`src/rtl/mtpsa_digest_splitter.sv`:
```
// rtl/mtpsa_digest_splitter.sv - split {digest, meta} tuser into a packet stream and a digest queue
module mtpsa_digest_splitter #(
  parameter int C_AXIS_DATA_WIDTH = 256,
  parameter int C_META_WIDTH      = 40,
  parameter int DIGEST_WIDTH      = 256,
  parameter int DIG_FIFO_DEPTH    = 4
) (
  input  logic                                 axis_aclk,
  input  logic                                 axis_rst,
  input  logic [C_AXIS_DATA_WIDTH-1:0]         s_axis_tdata,
  input  logic [C_AXIS_DATA_WIDTH/8-1:0]       s_axis_tkeep,
  input  logic [DIGEST_WIDTH+C_META_WIDTH-1:0] s_axis_tuser,
  input  logic                                 s_axis_tvalid,
  input  logic                                 s_axis_tlast,
  output logic                                 s_axis_tready,
  output logic [C_AXIS_DATA_WIDTH-1:0]         m_axis_tdata,
  output logic [C_AXIS_DATA_WIDTH/8-1:0]       m_axis_tkeep,
  output logic [C_META_WIDTH-1:0]              m_axis_tuser,
  output logic                                 m_axis_tvalid,
  output logic                                 m_axis_tlast,
  input  logic                                 m_axis_tready,
  output logic [DIGEST_WIDTH-1:0]              m_dig_tdata,
  output logic                                 m_dig_tvalid,
  input  logic                                 m_dig_tready,
  output logic [15:0]                          dig_drop_count,
  output logic [31:0]                          pkt_count
);

  localparam int KEEP_W = C_AXIS_DATA_WIDTH / 8;
  localparam int PTR_W  = (DIG_FIFO_DEPTH > 1) ? $clog2(DIG_FIFO_DEPTH) : 1;
  localparam int CNT_W  = $clog2(DIG_FIFO_DEPTH + 1);

  // Bit 32 is the only live bit of the send_dig_to_cpu byte.
  localparam int DIG_BIT = 32;

  logic                         sop;
  logic [C_META_WIDTH-1:0]      meta_hold;
  logic [C_META_WIDTH-1:0]      in_meta_fwd;
  logic [C_META_WIDTH-1:0]      in_user_fwd;
  logic                         in_ready_r;
  logic                         in_accept;

  logic                         out_valid;
  logic [C_AXIS_DATA_WIDTH-1:0] out_data;
  logic [KEEP_W-1:0]            out_keep;
  logic [C_META_WIDTH-1:0]      out_user;
  logic                         out_last;
  logic                         out_load;

  logic                         skid_valid;
  logic                         skid_valid_next;
  logic [C_AXIS_DATA_WIDTH-1:0] skid_data;
  logic [KEEP_W-1:0]            skid_keep;
  logic [C_META_WIDTH-1:0]      skid_user;
  logic                         skid_last;

  logic [DIGEST_WIDTH-1:0]      dig_mem [DIG_FIFO_DEPTH];
  logic [PTR_W-1:0]             wr_ptr;
  logic [PTR_W-1:0]             rd_ptr;
  logic [CNT_W-1:0]             occupancy;
  logic                         push_req;
  logic                         push;
  logic                         pop;

  assign in_accept = s_axis_tvalid && in_ready_r;
  assign out_load  = !out_valid || m_axis_tready;

  // Forwarded meta: once the digest is handled here, the send-to-cpu byte is cleared.
  always_comb begin
    in_meta_fwd = s_axis_tuser[C_META_WIDTH-1:0];
    if (s_axis_tuser[DIG_BIT]) begin
      in_meta_fwd[C_META_WIDTH-1:DIG_BIT] = '0;
    end
    in_user_fwd = sop ? in_meta_fwd : meta_hold;
  end

  // SOP tracking and per-packet meta latch.
  always_ff @(posedge axis_aclk) begin
    if (axis_rst) begin
      sop       <= 1'b1;
      meta_hold <= '0;
    end else if (in_accept) begin
      sop <= s_axis_tlast;
      if (sop) begin
        meta_hold <= in_meta_fwd;
      end
    end
  end

  // Skid occupancy after this cycle; input ready is its registered complement.
  always_comb begin
    skid_valid_next = skid_valid;
    if (out_load) begin
      skid_valid_next = 1'b0;
    end else if (in_accept) begin
      skid_valid_next = 1'b1;
    end
  end

  // Two-entry skid buffer: output register fed from skid first, then from input.
  always_ff @(posedge axis_aclk) begin
    if (axis_rst) begin
      in_ready_r <= 1'b0;
      out_valid  <= 1'b0;
      out_data   <= '0;
      out_keep   <= '0;
      out_user   <= '0;
      out_last   <= 1'b0;
      skid_valid <= 1'b0;
      skid_data  <= '0;
      skid_keep  <= '0;
      skid_user  <= '0;
      skid_last  <= 1'b0;
    end else begin
      in_ready_r <= !skid_valid_next;
      skid_valid <= skid_valid_next;
      if (out_load) begin
        if (skid_valid) begin
          out_valid <= 1'b1;
          out_data  <= skid_data;
          out_keep  <= skid_keep;
          out_user  <= skid_user;
          out_last  <= skid_last;
        end else if (in_accept) begin
          out_valid <= 1'b1;
          out_data  <= s_axis_tdata;
          out_keep  <= s_axis_tkeep;
          out_user  <= in_user_fwd;
          out_last  <= s_axis_tlast;
        end else begin
          out_valid <= 1'b0;
        end
      end else if (in_accept) begin
        skid_data <= s_axis_tdata;
        skid_keep <= s_axis_tkeep;
        skid_user <= in_user_fwd;
        skid_last <= s_axis_tlast;
      end
    end
  end

  assign s_axis_tready = in_ready_r;
  assign m_axis_tvalid = out_valid;
  assign m_axis_tdata  = out_data;
  assign m_axis_tkeep  = out_keep;
  assign m_axis_tuser  = out_user;
  assign m_axis_tlast  = out_last;

  // Fullness is judged on pre-pop occupancy, so full plus a same-cycle pop still drops.
  assign push_req = in_accept && sop && s_axis_tuser[DIG_BIT];
  assign push     = push_req && (occupancy < CNT_W'(DIG_FIFO_DEPTH));
  assign pop      = m_dig_tvalid && m_dig_tready;

  // Digest queue storage and pointers.
  always_ff @(posedge axis_aclk) begin
    if (axis_rst) begin
      for (int i = 0; i < DIG_FIFO_DEPTH; i++) begin
        dig_mem[i] <= '0;
      end
      wr_ptr <= '0;
      rd_ptr <= '0;
    end else begin
      if (push) begin
        dig_mem[wr_ptr] <= s_axis_tuser[DIGEST_WIDTH+C_META_WIDTH-1:C_META_WIDTH];
        wr_ptr          <= wr_ptr + PTR_W'(1);
      end
      if (pop) begin
        rd_ptr <= rd_ptr + PTR_W'(1);
      end
    end
  end

  // Queue occupancy; push and pop together cancel.
  always_ff @(posedge axis_aclk) begin
    if (axis_rst) begin
      occupancy <= '0;
    end else if (push && !pop) begin
      occupancy <= occupancy + CNT_W'(1);
    end else if (pop && !push) begin
      occupancy <= occupancy - CNT_W'(1);
    end
  end

  assign m_dig_tvalid = (occupancy != '0);
  assign m_dig_tdata  = dig_mem[rd_ptr];

  // Saturating drop counter and wrapping forwarded-packet counter.
  always_ff @(posedge axis_aclk) begin
    if (axis_rst) begin
      dig_drop_count <= '0;
      pkt_count      <= '0;
    end else begin
      if (push_req && !push && (dig_drop_count != 16'hFFFF)) begin
        dig_drop_count <= dig_drop_count + 16'd1;
      end
      if (m_axis_tvalid && m_axis_tready && m_axis_tlast) begin
        pkt_count <= pkt_count + 32'd1;
      end
    end
  end

endmodule

```
`config.mk`:
```
export PLATFORM = sky130hd
export DESIGN_NAME = mtpsa_digest_splitter
export DESIGN_NICKNAME = d
export VERILOG_FILES = /design/src/rtl/mtpsa_digest_splitter.sv
export SDC_FILE = /design/constraint.sdc
export NUM_CORES = 2
export LEC_CHECK = 0
export CAP_MARGIN = 0
export CELL_PAD_IN_SITES_DETAIL_PLACEMENT = 0
export CELL_PAD_IN_SITES_GLOBAL_PLACEMENT = 1
export CORE_AREA = 2 2 478 480
export DETAILED_ROUTE_END_ITERATION = 8
export DIE_AREA = 0 0 480 482
export GPL_ROUTABILITY_DRIVEN = 0
export HOLD_SLACK_MARGIN = 0.02
export PLACE_DENSITY = 0.69
export SLEW_MARGIN = 25
export SYNTH_ARGS = -nofsm -noshare
export SYNTH_HDL_FRONTEND = slang
export SYNTH_SLANG_ARGS = --single-unit
export TNS_END_PERCENT = 30
```
`constraint.sdc`:
```
create_clock -name axis_aclk -period 73.4 [get_ports axis_aclk]
set_input_delay 14.68 -clock axis_aclk [delete_from_list [all_inputs] [get_ports axis_aclk]]
set_output_delay 14.68 -clock axis_aclk [all_outputs]
set_load 0.03 [all_outputs]
```
==> parameters.txt <==
Parameter                              Value

Timing
  Setup repair after global routing missed its margin    false
  Max Clock Freq    0.0511 GHz
  Final clock skew    0.0730 ns
  Final setup violation count    0
  Post-route minimum period    19.59 ns
  Tightest Pin Transition    1.16 ns
  Max transition margin    22.7%
  Hold slack    0.452 ns
  Setup ws final    53.81 ns
  Aggregate negative setup slack    0 ns
  Number of pins exceeding their max-slew limit in the final report    0
  Post-route clock period utilization    26.7%
  Final number of hold-violating endpoints    0

Place
  Post-DP HPWL    162 mm
  Number of buffer cells added on primary ports    1225
  Number of placed instances with taps included    10000
  Area after detailed placement    87600 sq um
  Post-Place Setup Slack    52.75 ns

Setup path
  Data arrival time of the critical path    20.03 ns
  Worst setup path startpoint    s_axis_tuser[32]
  FF-to-FF Start    skid_valid
  Critical path start-end classification    primary input to flop
  Crit. End Element    flop
  Crit start category    primary input
  Maximum fanout encountered on the critical timing path    136
  Required time of the critical path    73.84 ns

Pwr
  Sum of internal, switching and leakage power    2.68 mW
  Power share of the combinational group    22.2%
  Total internal power    1.90 mW
  Pwr per Cell Area    28.4 nW/um^2
  Fraction of power consumed by sequential logic    42.1%
  Clk pwr share    35.7%
  Peak ir drop on the vdd network    0.0219 mV
  Net switching fraction of the power    29.1%
  P_sw    0.779 mW
  LEAKAGE    32.9 nW

Logic synthesis
  Mapped Nets    6806
  Top cell type's share of synthesized area    42.3%
  Mux cell area share after synthesis    12.5%
  Sequential fraction of the synthesis area    63.2%
  Top post-synthesis cells by area    sky130_fd_sc_hd__edfxtp_1 (42%), sky130_fd_sc_hd__dfxtp_1 (21%), sky130_fd_sc_hd__mux4_2 (7.9%)
  Share of the synthesized area in compound gates (AO/OA/AOI/OAI)    6.96%
  Synthesis-stage register bit count    1783
  Synthesized-area fraction occupied by xor and xnor cells    0.193%
  Largest family of logic cells by synthesized area    simple AND/OR/NAND/NOR gates
  Mean cell area of the mapped netlist    11.7 sq um
  Total number of yosys warnings    0
  Cell Area, Synth    72700 sq um
  Post-Synth Adder-Cell Area    0.0792%
  Cell taking the most area after synthesis    sky130_fd_sc_hd__edfxtp_1
  Synthesized instance count    6212
  Fraction of registers with async set/reset    0%
  Fraction of the mapped netlist area in simple logic gates    13.2%
  Yosys cell types    55
  Main flop type after synthesis    sky130_fd_sc_hd__edfxtp_1
  Number of enable-type register cells in the synthesized netlist    1024

Global routing
  Number of global-route vias before repair    50000
  GRT met3 Usage    7.16%
  Maximum number of pins on one net before global-route repair    203
  GR Util met1    24.2%
  Total congestion overflow after global routing    0
  Most crowded layer after global routing    met2
  Initial antenna violation count    97
  Met2 track demand over resource in global routing    34.0%
  Total GRT Usage    20.4%
  Global-route wire length before repair    349 mm

Run
  Maximum capacitance violations    0

Layout
  Area taken by multi-input logic gates    24000 sq um
  Post-layout util    41.6%
  Area grow syn2layout    29.4%
  Fill cell total of the finished layout    21400
  Fraction of layout instances using a drive strength above 1    8.45%
  Area occupied by registers    46000 sq um
  Non-filler cells, final    10500
  Design Area, Final    94100 sq um
  Final Net Count    7834

Routing
  Detailed Routing Iterations Pass 1    5
  Total length of routed wires    246 mm
  Antenna Violating Nets Remaining    0
  Total via count after detailed routing    51600
  Number of remaining DRC errors    0
  DRC marker count from the first detailed-route iteration    3967
  Per-cell via count in the routed design    4.93
  DR WL/cell    23.5 microns

Hold path
  Worst Hold Launch    skid_data[34]
  Tightest Hold Check Type    flop to flop

Clock tree
  Maximum root-to-sink buffer count    3
  CTS Buf Count    194
  Worst-Skew Late Latency    0.83 ns
  TritonCTS Sinks    1783
  CTS root buffer    sky130_fd_sc_hd__clkbuf_16
  Clock tree from TritonCTS    done
  Hold-fix buffer count after cts    0
  Post-CTS Setup Repair Bufs    0
  H-tree lvl count    4
  Clock-pin slew reported for the worst setup and hold paths after clock tree synthesis    0.05 ns
  Number of gates resized after cts    0

Floorplan
  Horizontal extent of the die    480 microns
  Initial core utilization    32.1%
  Die extent in y    482 microns
  Die footprint    231000 sq um
  Num rows    175
  Area of the core    226000 sq um
  I/O Pins    1226

Outcome
  Run status    completed
[flip-flops by register name (all words and copies together), names as in the netlist, 32 cells and up, named ones only]
register	count
dig_mem	1024
m_axis_tdata	256
m_axis_tkeep	32
m_axis_tuser	40
meta_hold	40
pkt_count	32
skid_data	256
skid_keep	32
skid_user	40
[cell usage in the layout, fill, tap and decap left out, drive strengths merged, types with 12 or more instances in the layout]
master,instances
a211oi,328
a21oi,405
and2,256
buf,73
clkbuf,288
clkdlybuf4s50,1224
clkinv,51
dfxtp,759
diode,51
edfxtp,1024
inv,268
mux2i,328
mux4,256
nand2,1029
nand3,25
nand4,13
nor2,870
o211ai,12
o21ai,31
o31ai,21
or3,13
or4,24
[final cells by class]
| cell class | instances | share of cell area [%] |
|---|---|---|
| flip-flops and latches | 1783 | 48.8 |
| inverters | 265 | 1.06 |
| clock inverters | 62 | 0.719 |
| diodes | 51 | 0.136 |
| multi-input cells | 3699 | 25.5 |
| clock buffers | 288 | 5.91 |
| repair buffers | 1297 | 13.9 |
| well taps | 3009 | 4.00 |
[worst max-delay path, cell delays in order]
cell and delay [ns]:
sky130_fd_sc_hd__clkdlybuf4s50_1 0.73, sky130_fd_sc_hd__nand2b_1 0.25, sky130_fd_sc_hd__nor3_4 0.20, sky130_fd_sc_hd__buf_12 0.58, sky130_fd_sc_hd__nor3b_4 0.29, sky130_fd_sc_hd__buf_4 0.19
sky130_fd_sc_hd__or2_4 0.52, sky130_fd_sc_hd__buf_4 0.76, sky130_fd_sc_hd__buf_4 0.87, sky130_fd_sc_hd__buf_4 0.79
[logic make-up (layout without fill, tap and decap cells)]
family | count (synthesis) | count (layout)
mux | 586 | 586
simple gates | 2277 | 2277
flops | 1783 | 1783
fa+ha+maj | 4 | 4
compound gates | 816 | 816
other cells | 0 | 51
buf+inv | 730 | 1912
xor+xnor | 16 | 16
[Yosys cell counts (5+ instances only)]
cell	instances
sky130_fd_sc_hd__mux2i_1	328
sky130_fd_sc_hd__a21oi_1	405
sky130_fd_sc_hd__or4_1	23
sky130_fd_sc_hd__nand4_1	11
sky130_fd_sc_hd__o211ai_1	12
sky130_fd_sc_hd__buf_2	97
sky130_fd_sc_hd__o21ai_0	31
sky130_fd_sc_hd__o31ai_1	21
sky130_fd_sc_hd__nor2b_1	8
sky130_fd_sc_hd__and3_1	7
sky130_fd_sc_hd__or3_1	13
sky130_fd_sc_hd__o41ai_1	5
sky130_fd_sc_hd__clkbuf_1	330
sky130_fd_sc_hd__and2_1	256
sky130_fd_sc_hd__buf_1	36
sky130_fd_sc_hd__a211o_1	6
sky130_fd_sc_hd__and4_1	7
sky130_fd_sc_hd__nand3_1	23
sky130_fd_sc_hd__a211oi_1	328
sky130_fd_sc_hd__nor2_1	870
sky130_fd_sc_hd__xor2_1	8
sky130_fd_sc_hd__xnor2_1	8
sky130_fd_sc_hd__dfxtp_1	759
sky130_fd_sc_hd__mux4_2	256
sky130_fd_sc_hd__inv_1	264
sky130_fd_sc_hd__nand2_1	1029
sky130_fd_sc_hd__edfxtp_1	1024
[worst paths after layout]
path	end	slack, ns	cells past startpoint
worst min-delay path	skid_data[34]	0.45	2
worst min register to register	skid_data[34]	0.45	2
worst max-delay path	dig_mem[0][108]	53.81	10
worst max register to register	m_axis_tdata[71]	67.36	10
[per-layer routing]
| metal | share of wire [%] | vias to the layer above |
|---|---|---|
| met5 | 0.096 | - |
| met3 | 9.7 | 417 |
| met2 | 49 | 1699 |
| met1 | 38 | 25500 |
| li1 | - | 23900 |
| met4 | 3.4 | 44 |
[power by group through the flow]
| stage | Sequential [mW] | Clock [mW] | Combinational (mW) |
|---|---|---|---|
| global placement | 1.15 | 0 | 0.600 |
| detailed placement | 1.15 | 0 | 0.600 |
| global route | 1.13 | 1.02 | 0.624 |
| CTS | 1.13 | 0.981 | 0.602 |
| floorplan | 1.17 | 0 | 0.324 |
| finish | 1.13 | 0.957 | 0.594 |
(Power assumes the default switching activity.)
